===== src/rtl/outdev_pkg.sv =====
// Shared types and constants for the output-device port arbiter and display scanner.
package outdev_pkg;

    typedef enum logic [1:0] {
        StIdle,
        StCpuAcc,
        StCpuAck,
        StScanAcc
    } state_e;

    localparam logic [7:0] SEG_OFF = 8'hFF;

    // Active-high {g,f,e,d,c,b,a}, entry 15 first.
    localparam logic [15:0][6:0] SEG7_TABLE = {
        7'h71, 7'h79, 7'h5E, 7'h39, 7'h7C, 7'h77, 7'h6F, 7'h7F,
        7'h07, 7'h7D, 7'h6D, 7'h66, 7'h4F, 7'h5B, 7'h06, 7'h3F
    };

    function automatic logic [6:0] hex_seg(input logic [3:0] nibble);
        return SEG7_TABLE[nibble];
    endfunction

endpackage


===== src/rtl/hex_to_seg7.sv =====
// Combinational hex nibble to active-high 7-segment decoder.
module hex_to_seg7
    import outdev_pkg::*;
(
    input  logic [3:0] nibble,
    output logic [6:0] seg
);

    always_comb begin
        seg = hex_seg(nibble);
    end

endmodule


===== src/rtl/outdev_scan_ctrl.sv =====
// Arbitrates the output-device register port between CPU accesses and a 7-segment scanner.
// Optional BLANK_LEADING_ZERO_EN darkens leading zero digits (digit 0 always lit).
module outdev_scan_ctrl
    import outdev_pkg::*;
#(
    parameter int unsigned SCAN_DIV = 50000,
    parameter int unsigned NDIG     = 8,
    parameter logic [1:0]  SRC_ADDR = 2'b01
) (
    input  logic            clk,
    input  logic            rst_n,
    input  logic            cpu_req,
    input  logic            cpu_we,
    input  logic [1:0]      cpu_addr,
    input  logic [31:0]     cpu_wdata,
    output logic [31:0]     cpu_rdata,
    output logic            cpu_ack,
    output logic            dev_we,
    output logic [1:0]      dev_addr,
    output logic [31:0]     dev_din,
    input  logic [31:0]     dev_dout,
    output logic [NDIG-1:0] seg_an,
    output logic [7:0]      seg_cat
);

    localparam int unsigned DivW     = $clog2(SCAN_DIV);
    localparam int unsigned DigW     = (NDIG > 1) ? $clog2(NDIG) : 1;
    localparam logic [31:0] DispMask = 32'hFFFF_FFFF >> (32 - 4 * NDIG);

`ifdef BLANK_LEADING_ZERO_EN
    localparam bit BlankEn = 1'b1;
`else
    localparam bit BlankEn = 1'b0;
`endif

    state_e          state_q;
    logic            we_q;
    logic [31:0]     shadow_q;
    logic            fetch_pend_q;
    logic [DivW-1:0] div_q;
    logic [DigW-1:0] digit_q;

    logic            div_wrap;
    logic            frame_wrap;
    logic [31:0]     upper;
    logic [3:0]      nibble;
    logic [6:0]      seg;
    logic            lead_zero;
    logic [NDIG-1:0] an_d;
    logic [7:0]      cat_d;

    assign div_wrap   = (div_q == DivW'(SCAN_DIV - 1));
    assign frame_wrap = div_wrap && (digit_q == DigW'(NDIG - 1));

    // Port arbiter: dev_* are registered so they are valid for the whole access cycle.
    always_ff @(posedge clk or negedge rst_n) begin
        if (!rst_n) begin
            state_q      <= StIdle;
            we_q         <= 1'b0;
            cpu_ack      <= 1'b0;
            cpu_rdata    <= '0;
            dev_we       <= 1'b0;
            dev_addr     <= '0;
            dev_din      <= '0;
            shadow_q     <= '0;
            fetch_pend_q <= 1'b1;
        end else begin
            cpu_ack  <= 1'b0;
            dev_we   <= 1'b0;
            dev_addr <= '0;
            dev_din  <= '0;
            unique case (state_q)
                StIdle: begin
                    if (cpu_req) begin
                        state_q  <= StCpuAcc;
                        we_q     <= cpu_we;
                        dev_we   <= cpu_we;
                        dev_addr <= cpu_addr;
                        dev_din  <= cpu_wdata;
                    end else if (fetch_pend_q) begin
                        state_q  <= StScanAcc;
                        dev_addr <= SRC_ADDR;
                    end
                end
                StCpuAcc: begin
                    if (!we_q) cpu_rdata <= dev_dout;
                    cpu_ack <= 1'b1;
                    state_q <= StCpuAck;
                end
                StCpuAck: begin
                    state_q <= StIdle;
                end
                StScanAcc: begin
                    shadow_q <= dev_dout;
                    state_q  <= StIdle;
                end
                default: state_q <= StIdle;
            endcase
            // A new frame request outranks completion of the previous fetch.
            if (frame_wrap) begin
                fetch_pend_q <= 1'b1;
            end else if (state_q == StScanAcc) begin
                fetch_pend_q <= 1'b0;
            end
        end
    end

    assign upper  = (shadow_q & DispMask) >> {digit_q, 2'b00};
    assign nibble = upper[3:0];

    hex_to_seg7 u_hex_to_seg7 (
        .nibble (nibble),
        .seg    (seg)
    );

    assign lead_zero = BlankEn && (upper == '0) && (digit_q != '0);

    always_comb begin
        an_d  = ~(NDIG'(1) << digit_q);
        cat_d = lead_zero ? SEG_OFF : {1'b1, ~seg};
    end

    always_ff @(posedge clk or negedge rst_n) begin
        if (!rst_n) begin
            div_q   <= '0;
            digit_q <= '0;
            seg_an  <= '1;
            seg_cat <= SEG_OFF;
        end else begin
            div_q <= div_wrap ? '0 : div_q + DivW'(1);
            if (div_wrap) begin
                digit_q <= (digit_q == DigW'(NDIG - 1)) ? '0 : digit_q + DigW'(1);
            end
            seg_an  <= an_d;
            seg_cat <= cat_d;
        end
    end

endmodule


===== config.mk =====
export PLATFORM = sky130hd
export DESIGN_NAME = outdev_scan_ctrl
export DESIGN_NICKNAME = d
export VERILOG_FILES = /design/src/rtl/outdev_pkg.sv /design/src/rtl/hex_to_seg7.sv /design/src/rtl/outdev_scan_ctrl.sv
export SDC_FILE = /design/constraint.sdc
export NUM_CORES = 1
export LEC_CHECK = 0
export CORE_MARGIN = 2
export CORE_UTILIZATION = 45
export DETAILED_ROUTE_END_ITERATION = 6
export MAX_ROUTING_LAYER = met4
export PLACE_DENSITY = 0.77
export SLEW_MARGIN = 20
export SYNTH_ARGS = -nofsm -noshare
export SYNTH_HDL_FRONTEND = slang
export SYNTH_SLANG_ARGS = --single-unit

===== constraint.sdc =====
create_clock -name clk -period 5.6 [get_ports clk]
set_input_delay 1.4 -clock clk [delete_from_list [all_inputs] [get_ports clk]]
set_output_delay 1.4 -clock clk [all_outputs]
set_load 0.01 [all_outputs]

Yosys cells after proc, flatten, opt, wreduce, memory -nomap -nowiden
Memories as Yosys holds them, arrays and structs flattened.
Cells that the tools add are included.
{"block": "classes", "n_addsub": 2, "n_lt_le_gt_ge": 1, "eq_ne": 6, "shifts": 2, "muxes": 16, "bitwise": 3, "n_reduce_logical": 6}
{"op": "two-way mux 32 bit", "n": 2}
{"op": "right shift 32 x 5 -> 4 bit", "n": 1}
{"op": "adder 16 x 1 -> 16 bit (second input constant)", "n": 1}
{"op": "== test 16 bit (second input constant)", "n": 1}
{"op": "two-way mux 16 bit", "n": 1}
{"op": "two-way mux 2 bit", "n": 4}
{"op": "inverter 8 bit", "n": 1}
{"op": "<< shifter 1 x 3 -> 8 bit (first input constant)", "n": 1}
{"op": "two-way mux 7 bit", "n": 1}
{"op": "inverter 7 bit", "n": 1}
{"op": "two-way mux 1 bit", "n": 6}
{"op": "case mux 2 bit (3 select lines)", "n": 1}
{"op": "less-than comparator 4 x 5 -> 1 bit (second input constant)", "n": 1}
{"op": "== test 2 bit (second input constant)", "n": 2}
{"op": "AND reduction 2 bit", "n": 2}
{"op": "adder 3 x 1 -> 3 bit (second input constant)", "n": 1}
{"op": "== test 3 bit (second input constant)", "n": 1}
{"op": "two-way mux 3 bit", "n": 1}
{"op": "!= test 3 bit (second input constant)", "n": 1}
{"op": "== test 2 x 1 -> 1 bit (second input constant)", "n": 1}
{"op": "logical NOT 2 bit", "n": 1}
{"op": "nonzero test 2 bit", "n": 1}
{"op": "OR reduction 2 bit", "n": 1}
{"op": "logical AND 1 bit", "n": 1}
{"op": "inverter 1 bit", "n": 1}
{"block": "word_totals", "register_bits": 138, "romBits": 112, "in_bits": 70, "output_inout_bits": 84, "elab_cells": 50, "mem_count": 1}
{"name": "(no name shown)", "words": 16, "word_bits": 7, "read_ports": 1, "rd_ports_with_merged_regs": 0, "wr": 0, "line_no": "outdev_pkg.sv:20", "text": "return SEG7_TABLE[nibble];"}

Depth between registers and ports, before layout
Gate-level depths: netlist of run 1.
{"block": "depth", "ltp_word": 4, "ltp_mapped": 8, "ltp_nobuf": 7}

Cells and area by module
From an unflattened synthesis of run 1, not the netlist that was laid out.
{"block": "unflattened", "hier_cells": 401, "area_unflattened_um2": 5669.2}
{"module": "outdev_scan_ctrl", "n_inst": 1, "cells_each": 368, "area_per_inst_um2": 5378.9, "seq_area_each_um2": 3473.3}
{"module": "hex_to_seg7", "n_inst": 1, "cells_each": 33, "area_per_inst_um2": 290.3, "seq_area_each_um2": 0.0}

Least setup slack after synthesis of run 1
OpenSTA, ideal clock, no wires.
{"block": "synth_path", "path_type": "in2reg", "start": "input cpu_req", "end": "register we_q", "setup_ns": 0.125, "t_arrival_ns": 2.257, "t_required_ns": 5.475, "setup_slack_ns": 3.219, "stages": 3, "path_buffers": 0, "cell_sequence": "inv_1 nor3_1 mux2_2"}
{"block": "synth_via", "elab_chain_cells": 1}
{"item": "from (decl)", "line_no": "outdev_scan_ctrl.sv:12", "text": "input logic cpu_req,"}
{"item": "AND reduction 2 bit (no source line)"}
{"item": "to (signal assigned)", "line_no": "outdev_scan_ctrl.sv:76", "text": "we_q <= cpu_we;"}
{"item": "to (decl)", "line_no": "outdev_scan_ctrl.sv:37", "text": "logic we_q;"}
No other way between the ends.
A chain may end at the register's enable or synchronous reset.

Worst setup path after layout of run 1
{"block": "layout_path", "start": "register seg_cat[1]", "end": "output seg_cat[1]"}
{"item": "from (decl)", "line_no": "outdev_scan_ctrl.sv:23", "text": "output logic [7:0] seg_cat"}
{"item": "from (signal assigned)", "line_no": "outdev_scan_ctrl.sv:135", "text": "seg_cat <= cat_d;"}
No word-level cell between the ends.

==> results.ini, run 1 <==
[die]
rows = 40
start_util_pct = 46.2
dieHeight_um = 115
top_level_ports = 154
die_area_um2 = 13300
core_um2 = 12100
fp.dieW_um = 115

[global_routing]
grt_pass1_vias = 3703
antenna_found_initial = 0
grt_use_total_pct = 18.5
grt-ovfl-total = 0
grt_pass1_wl_mm = 17.9
grt_max_degree = 97

[setup_path]
critPathLaunchType = register
r2r_start = digit_q[0]
cp-end-kind = output pin
critPathTopFamily = buffers and inverters
path_class = register to output pin
crit_chain = clkdlybuf4s50_1
timing.rr.end = seg_cat[4]
reg2reg_depth = 7
worst_ep_arrival_time_ns = 1.46
path_buf_inv = 1
path_max_fanout = 1
critPathRequiredTime_ns = 4.20
critical-path-max-stage-delay_ns = 0.54
rrSetupSlack_ns = 2.90
slowest_stage = clkdlybuf4s50_1

[timing]
finalSetupViolations = 0
min_period_ns = 2.86
hold_violations = 0
min_period_over_period_pct = 51.0
clock.fmax_mhz = 350
rsz0062_at_grt = false
worst_slack_ns = 2.74
skew_ns = 0.00804
tightest_slew_ns = 0.994
max-slew-margin-rel_pct = 33.6
slew_violations = 0
fin_setup_tns_ns = 0
holdWs_ns = 0.483

[synthesis]
synth-async-reset-ratio_pct = 100
synth_area_per_cell_um2 = 14.5
syn_area_um2 = 5570
yosysSeqAreaShare_pct = 62.3
syn_inst = 385
synth_warnings = 0
ys_ff_latch = 138
synth_edf_count = 0
synth_ff_type = dfrtp_1
synthesis.nets = 468
synth.distinct_cells = 48

[layout]
nets = 625
final_cells = 722
area_growth_pct = 40.3
final_util_pct = 64.8
num_antenna_cells = 0
final_cell_area_um2 = 7820
drive_above_1_share_pct = 22.7

[min_path]
min_path_type = register to register
whs_endpoint = div_q[15]
holdCritStartpoint = div_q[15]
hold_path_depth = 1

[clocking]
clockRootBuffer = clkbuf_16
cts_setup_buffers = 0
htree_levels = 4
cts_tree = built
numCtsBuffers = 17
clk_pin_slew_ns = 0.05
numClockSinks = 138
cts_resized = 0
clk_latency_ns = 0.41
clockBufferDepth = 2
hold_buffers = 0

[drt]
wl_per_cell_um = 15.5
first_pass_iters = 4
route.vias.total = 3506
ant_nets = 0
viasPerCell = 4.86
routed_wl_mm = 11.2
drc = 0
first_iter_violations = 96

[run]
max_cap_viol_count = 0

[pwr]
comb_power_share_pct = 29.0
ir_drop_uv = 250
switching_share_pct = 26.1
sequentialPowerShare_pct = 40.8
leakage_nw = 3.35
power_switching_uw = 909
internal_power_mw = 2.58
power_mw = 3.48
p_clk_share_pct = 30.2
p_per_area_nw_per_um2 = 446

[placement]
postPlaceCellArea_um2 = 7250
dp_cells = 691
hpwl_mm = 7.96
gp_congestion = 0.803
io_buffers = 152
pre_cts_slack_ns = 2.68

[run_status]
status = finished clean

==> routing by layer <==
layer  GRT usage [%]  vias up  wire length, um
met4            8.92        0              297
met2            29.2      100             5750
met5               -        -                0
met1            21.7     1747             4600
met3            5.54       22              533
li1                -     1637                -
==> synthesized netlist by cell type (all sizes together), types with 2 or more instances <==
cell / instances / area (um^2)
dfrtp: 122 / 3050
nand3: 9 / 45.0
mux4: 8 / 195
dfstp: 16 / 420
and3: 3 / 18.8
mux2: 65 / 732
nor2: 8 / 30.0
inv: 12 / 45.0
xor2: 4 / 35.0
nor3b: 3 / 27.5
ha: 13 / 163
o21ai: 4 / 20.0
nor2b: 4 / 25.0
nor4bb: 2 / 20.0
xnor2: 7 / 61.3
nand2: 16 / 60.1
mux2i: 12 / 136
buf: 11 / 68.8
a21oi: 3 / 15.0
and2: 35 / 219
nor3: 4 / 20.0
or3: 3 / 18.8
o22ai: 2 / 18.8
clkbuf: 6 / 22.5
==> flip-flops by register name, summed over array words and instances (netlist names), 2 cells and up <==
signal     cells
seg_cat        7
dev_addr       2
digit_q        3
div_q         16
state_q        2
seg_an         8
shadow_q      32
dev_din       32
cpu_rdata     32
==> how the worst max path moves through the flow <==
stage,start,to,slack (ns),cells after the start
4_1_cts,seg_cat[1],seg_cat[1],2.72,1
2_1_floorplan,cpu_req,we_q,3.22,3
6_report,seg_cat[1],seg_cat[1],2.74,1
5_1_grt,seg_an[1],seg_an[1],2.70,1
3_5_place_dp,cpu_req,we_q,2.68,5
3_3_place_gp,cpu_req,we_q,2.72,5
==> power groups by stage <==
stage	clock [mW]	combinational (mW)	sequential, mW
2_1_floorplan	0	0.470	1.49
3_3_place_gp	0	0.991	1.43
3_5_place_dp	0	1.01	1.44
4_1_cts	1.07	1.02	1.42
5_1_grt	1.11	1.09	1.45
6_report	1.05	1.01	1.42
==> cells in the final DEF, fill, tap and decap left out, drive strengths merged, types with 8 or more instances in the layout <==
master,n
inv,12
nor2,8
nand3,9
mux4,8
ha,13
mux2i,12
dfstp,16
and2,35
dfrtp,122
nand2,16
mux2,65
clkdlybuf4s50,151
clkbuf,24
==> layout make-up <==
cell class              instances  area [um^2]
repair buffers                155         1550
inverters                      12         45.0
flip-flops and latches        138         3470
clock inverters                 7         65.1
clock buffers                  24          502
multi-input cells             218         1980
fillers                       905         4240
well taps                     168          210
==> logic make-up after synthesis <==
family                     Yosys count  synth area share [%]
other                                1                0.0673
muxes                               85                  19.1
xor gates and xnor gates            11                  1.73
and+or+nand+nor                     91                  9.23
buffers and inverters               29                  2.45
adders and majority gates           13                  2.92
AOI/OAI and AO/OA                   17                  2.18
DFF                                138                  62.3
Power figures use the tool's default switching activity.
==> run 2: changes to the inputs <==
--- a/config.mk
+++ b/config.mk
@@ -6,7 +6,7 @@
 export NUM_CORES = 1
 export LEC_CHECK = 0
 export CORE_MARGIN = 2
-export CORE_UTILIZATION = 45
+export CORE_UTILIZATION = 43
 export DETAILED_ROUTE_END_ITERATION = 6
 export MAX_ROUTING_LAYER = met4
 export PLACE_DENSITY = 0.77
==> constraint.sdc (replaced) <==
create_clock -name clk -period 2.55 [get_ports clk]
set_input_delay 0.6375 -clock clk [delete_from_list [all_inputs] [get_ports clk]]
set_output_delay 0.6375 -clock clk [all_outputs]
set_load 0.01 [all_outputs]
==> results.ini, run 2 (synthesis gave the netlist of run 1 again) <==
[timing]
slew_violations = 0
clock.fmax_mhz = 435
rsz0062_at_grt = false
hold_violations = 0
skew_ns = 0.00694
min_period_over_period_pct = 90.2
finalSetupViolations = 0
holdWs_ns = 0.215
min_period_ns = 2.30
tightest_slew_ns = 0.704
fin_setup_tns_ns = 0
max-slew-margin-rel_pct = 52.6

[pwr]
ir_drop_uv = 544
leakage_nw = 3.41
p_per_area_nw_per_um2 = 998

[global_routing]
antenna_found_initial = 0
grt_use_total_pct = 18.8
grt_max_degree = 69
grt-ovfl-total = 0
grt_pass1_vias = 3844
grt_pass1_wl_mm = 19.6

[drt]
ant_nets = 0
routed_wl_mm = 11.8
first_iter_violations = 171
wl_per_cell_um = 16.1
viasPerCell = 4.90
drc = 0
route.vias.total = 3584
first_pass_iters = 4

[die]
start_util_pct = 44.2
dieHeight_um = 118
top_level_ports = 154
rows = 41
core_um2 = 12600
die_area_um2 = 13900
fp.dieW_um = 118

[run_status]
status = finished clean

[layout]
final_cells = 732
area_growth_pct = 42.4
top_regs = cpu_rdata (32), dev_din (32), shadow_q (32)
final_cell_area_um2 = 7940
nets = 630
num_antenna_cells = 0
final_cell_mix = clkdlybuf4s50_1 (151), dfrtp_1 (122), mux2_2 (64)
final_common_cell = clkdlybuf4s50_1
drive_above_1_share_pct = 23.0

[clocking]
clk_pin_slew_ns = 0.05
cts_tree = built
clk_latency_ns = 0.42
clockBufferDepth = 2
numClockSinks = 138
clockRootBuffer = clkbuf_16
cts_setup_buffers = 0
numCtsBuffers = 17
hold_buffers = 0
htree_levels = 4
cts_resized = 0

[setup_path]
cp-end-kind = register
r2r_start = digit_q[0]
path_class = register to register
critPathLaunchType = register
worst_ep_arrival_time_ns = 2.63
cp-startpoint = digit_q[0]
critPathRequiredTime_ns = 2.88
path_max_fanout = 14

[placement]
gp_congestion = 0.820
hpwl_mm = 8.55
dp_cells = 700
io_buffers = 152
postPlaceCellArea_um2 = 7330

[run]
max_cap_viol_count = 0

[min_path]
min_path_type = input port to asynchronous set/reset pin

[run 2: changes by cell type in the layout (fill, tap and decap cells not counted)]
cell | before | now
clkinv_2 | 4 | 3
clkbuf_1 | 2 | 4
clkbuf_8 | 5 | 4
mux2i_2 | 2 | 1
bufinv_16 | 1 | 3
mux2i_1 | 9 | 10
buf_12 | 0 | 3
buf_4 | 3 | 5
clkinvlp_4 | 2 | 1
[run 2: critical path: stages (launching register included)]
cell     delay (ns)
dfrtp_1        0.56
buf_4          0.22
mux4_2         0.53
mux2i_4        0.46
mux2i_1        0.31
o22ai_1        0.12
[run 2: final timing paths]
kind                       slack, ns            to  depth (start not counted)
min in group clk                0.48  cpu_rdata[7]                          1
hold / removal                  0.21     div_q[15]                          1
max in group asynchronous       1.66    dev_din[5]                          2
setup reg to reg                0.25    seg_cat[6]                          5
hold reg to reg                 0.48  cpu_rdata[7]                          1
setup / recovery                0.25    seg_cat[6]                          5
[run 2: area by class of cell]
| type | instances | area (um^2) |
|---|---|---|
| Clock buffer | 25 | 495 |
| Multi-Input combinational cell | 218 | 1970 |
| Clock inverter | 7 | 113 |
| Fill cell | 987 | 4680 |
| Timing Repair Buffer | 160 | 1620 |
| Inverter | 12 | 45.0 |
| Tap cell | 172 | 215 |
| Sequential cell | 138 | 3470 |
[run 2: where the power goes]
part	switching, mW	total [mW]	internal (mW)	leakage (nW)
logic	0.868	2.26	1.39	1.43
clock network	0.857	2.49	1.64	0.297
registers	0.327	3.17	2.84	1.69
total	2.05	7.92	5.87	3.41
[run 2: layer usage]
layer,share of wire [%],track usage (%),vias to the layer above,routed length (um)
met3,5.0,5.72,22,592
met1,43,23.2,1800,5080
met5,0,-,-,0
met4,1.9,8.43,0,223
met2,50,28.7,114,5890
li1,-,-,1648,-
[run 2: per-stage QoR]
stage | power, mW | setup slack, ns | utilization, %
final | 7.92 | 0.250 | 62.9
after global routing | 8.32 | 0.143 | 62.9
after CTS | 8.02 | 0.273 | 62.9
after detailed placement | 5.47 | 0.273 | 58.1
after global placement | 5.37 | 0.396 | 58.1
after floorplan | 4.30 | 0.397 | -
==> run 3: changes to the inputs <==
--- a/config.mk
+++ b/config.mk
@@ -10,6 +10,7 @@
 export DETAILED_ROUTE_END_ITERATION = 6
 export MAX_ROUTING_LAYER = met4
 export PLACE_DENSITY = 0.77
+export SETUP_SLACK_MARGIN = 0.05
 export SLEW_MARGIN = 20
 export SYNTH_ARGS = -nofsm -noshare
 export SYNTH_HDL_FRONTEND = slang
==> results of run 3 <==
The final DEF is identical to that of run 2; final timing and power are the same.
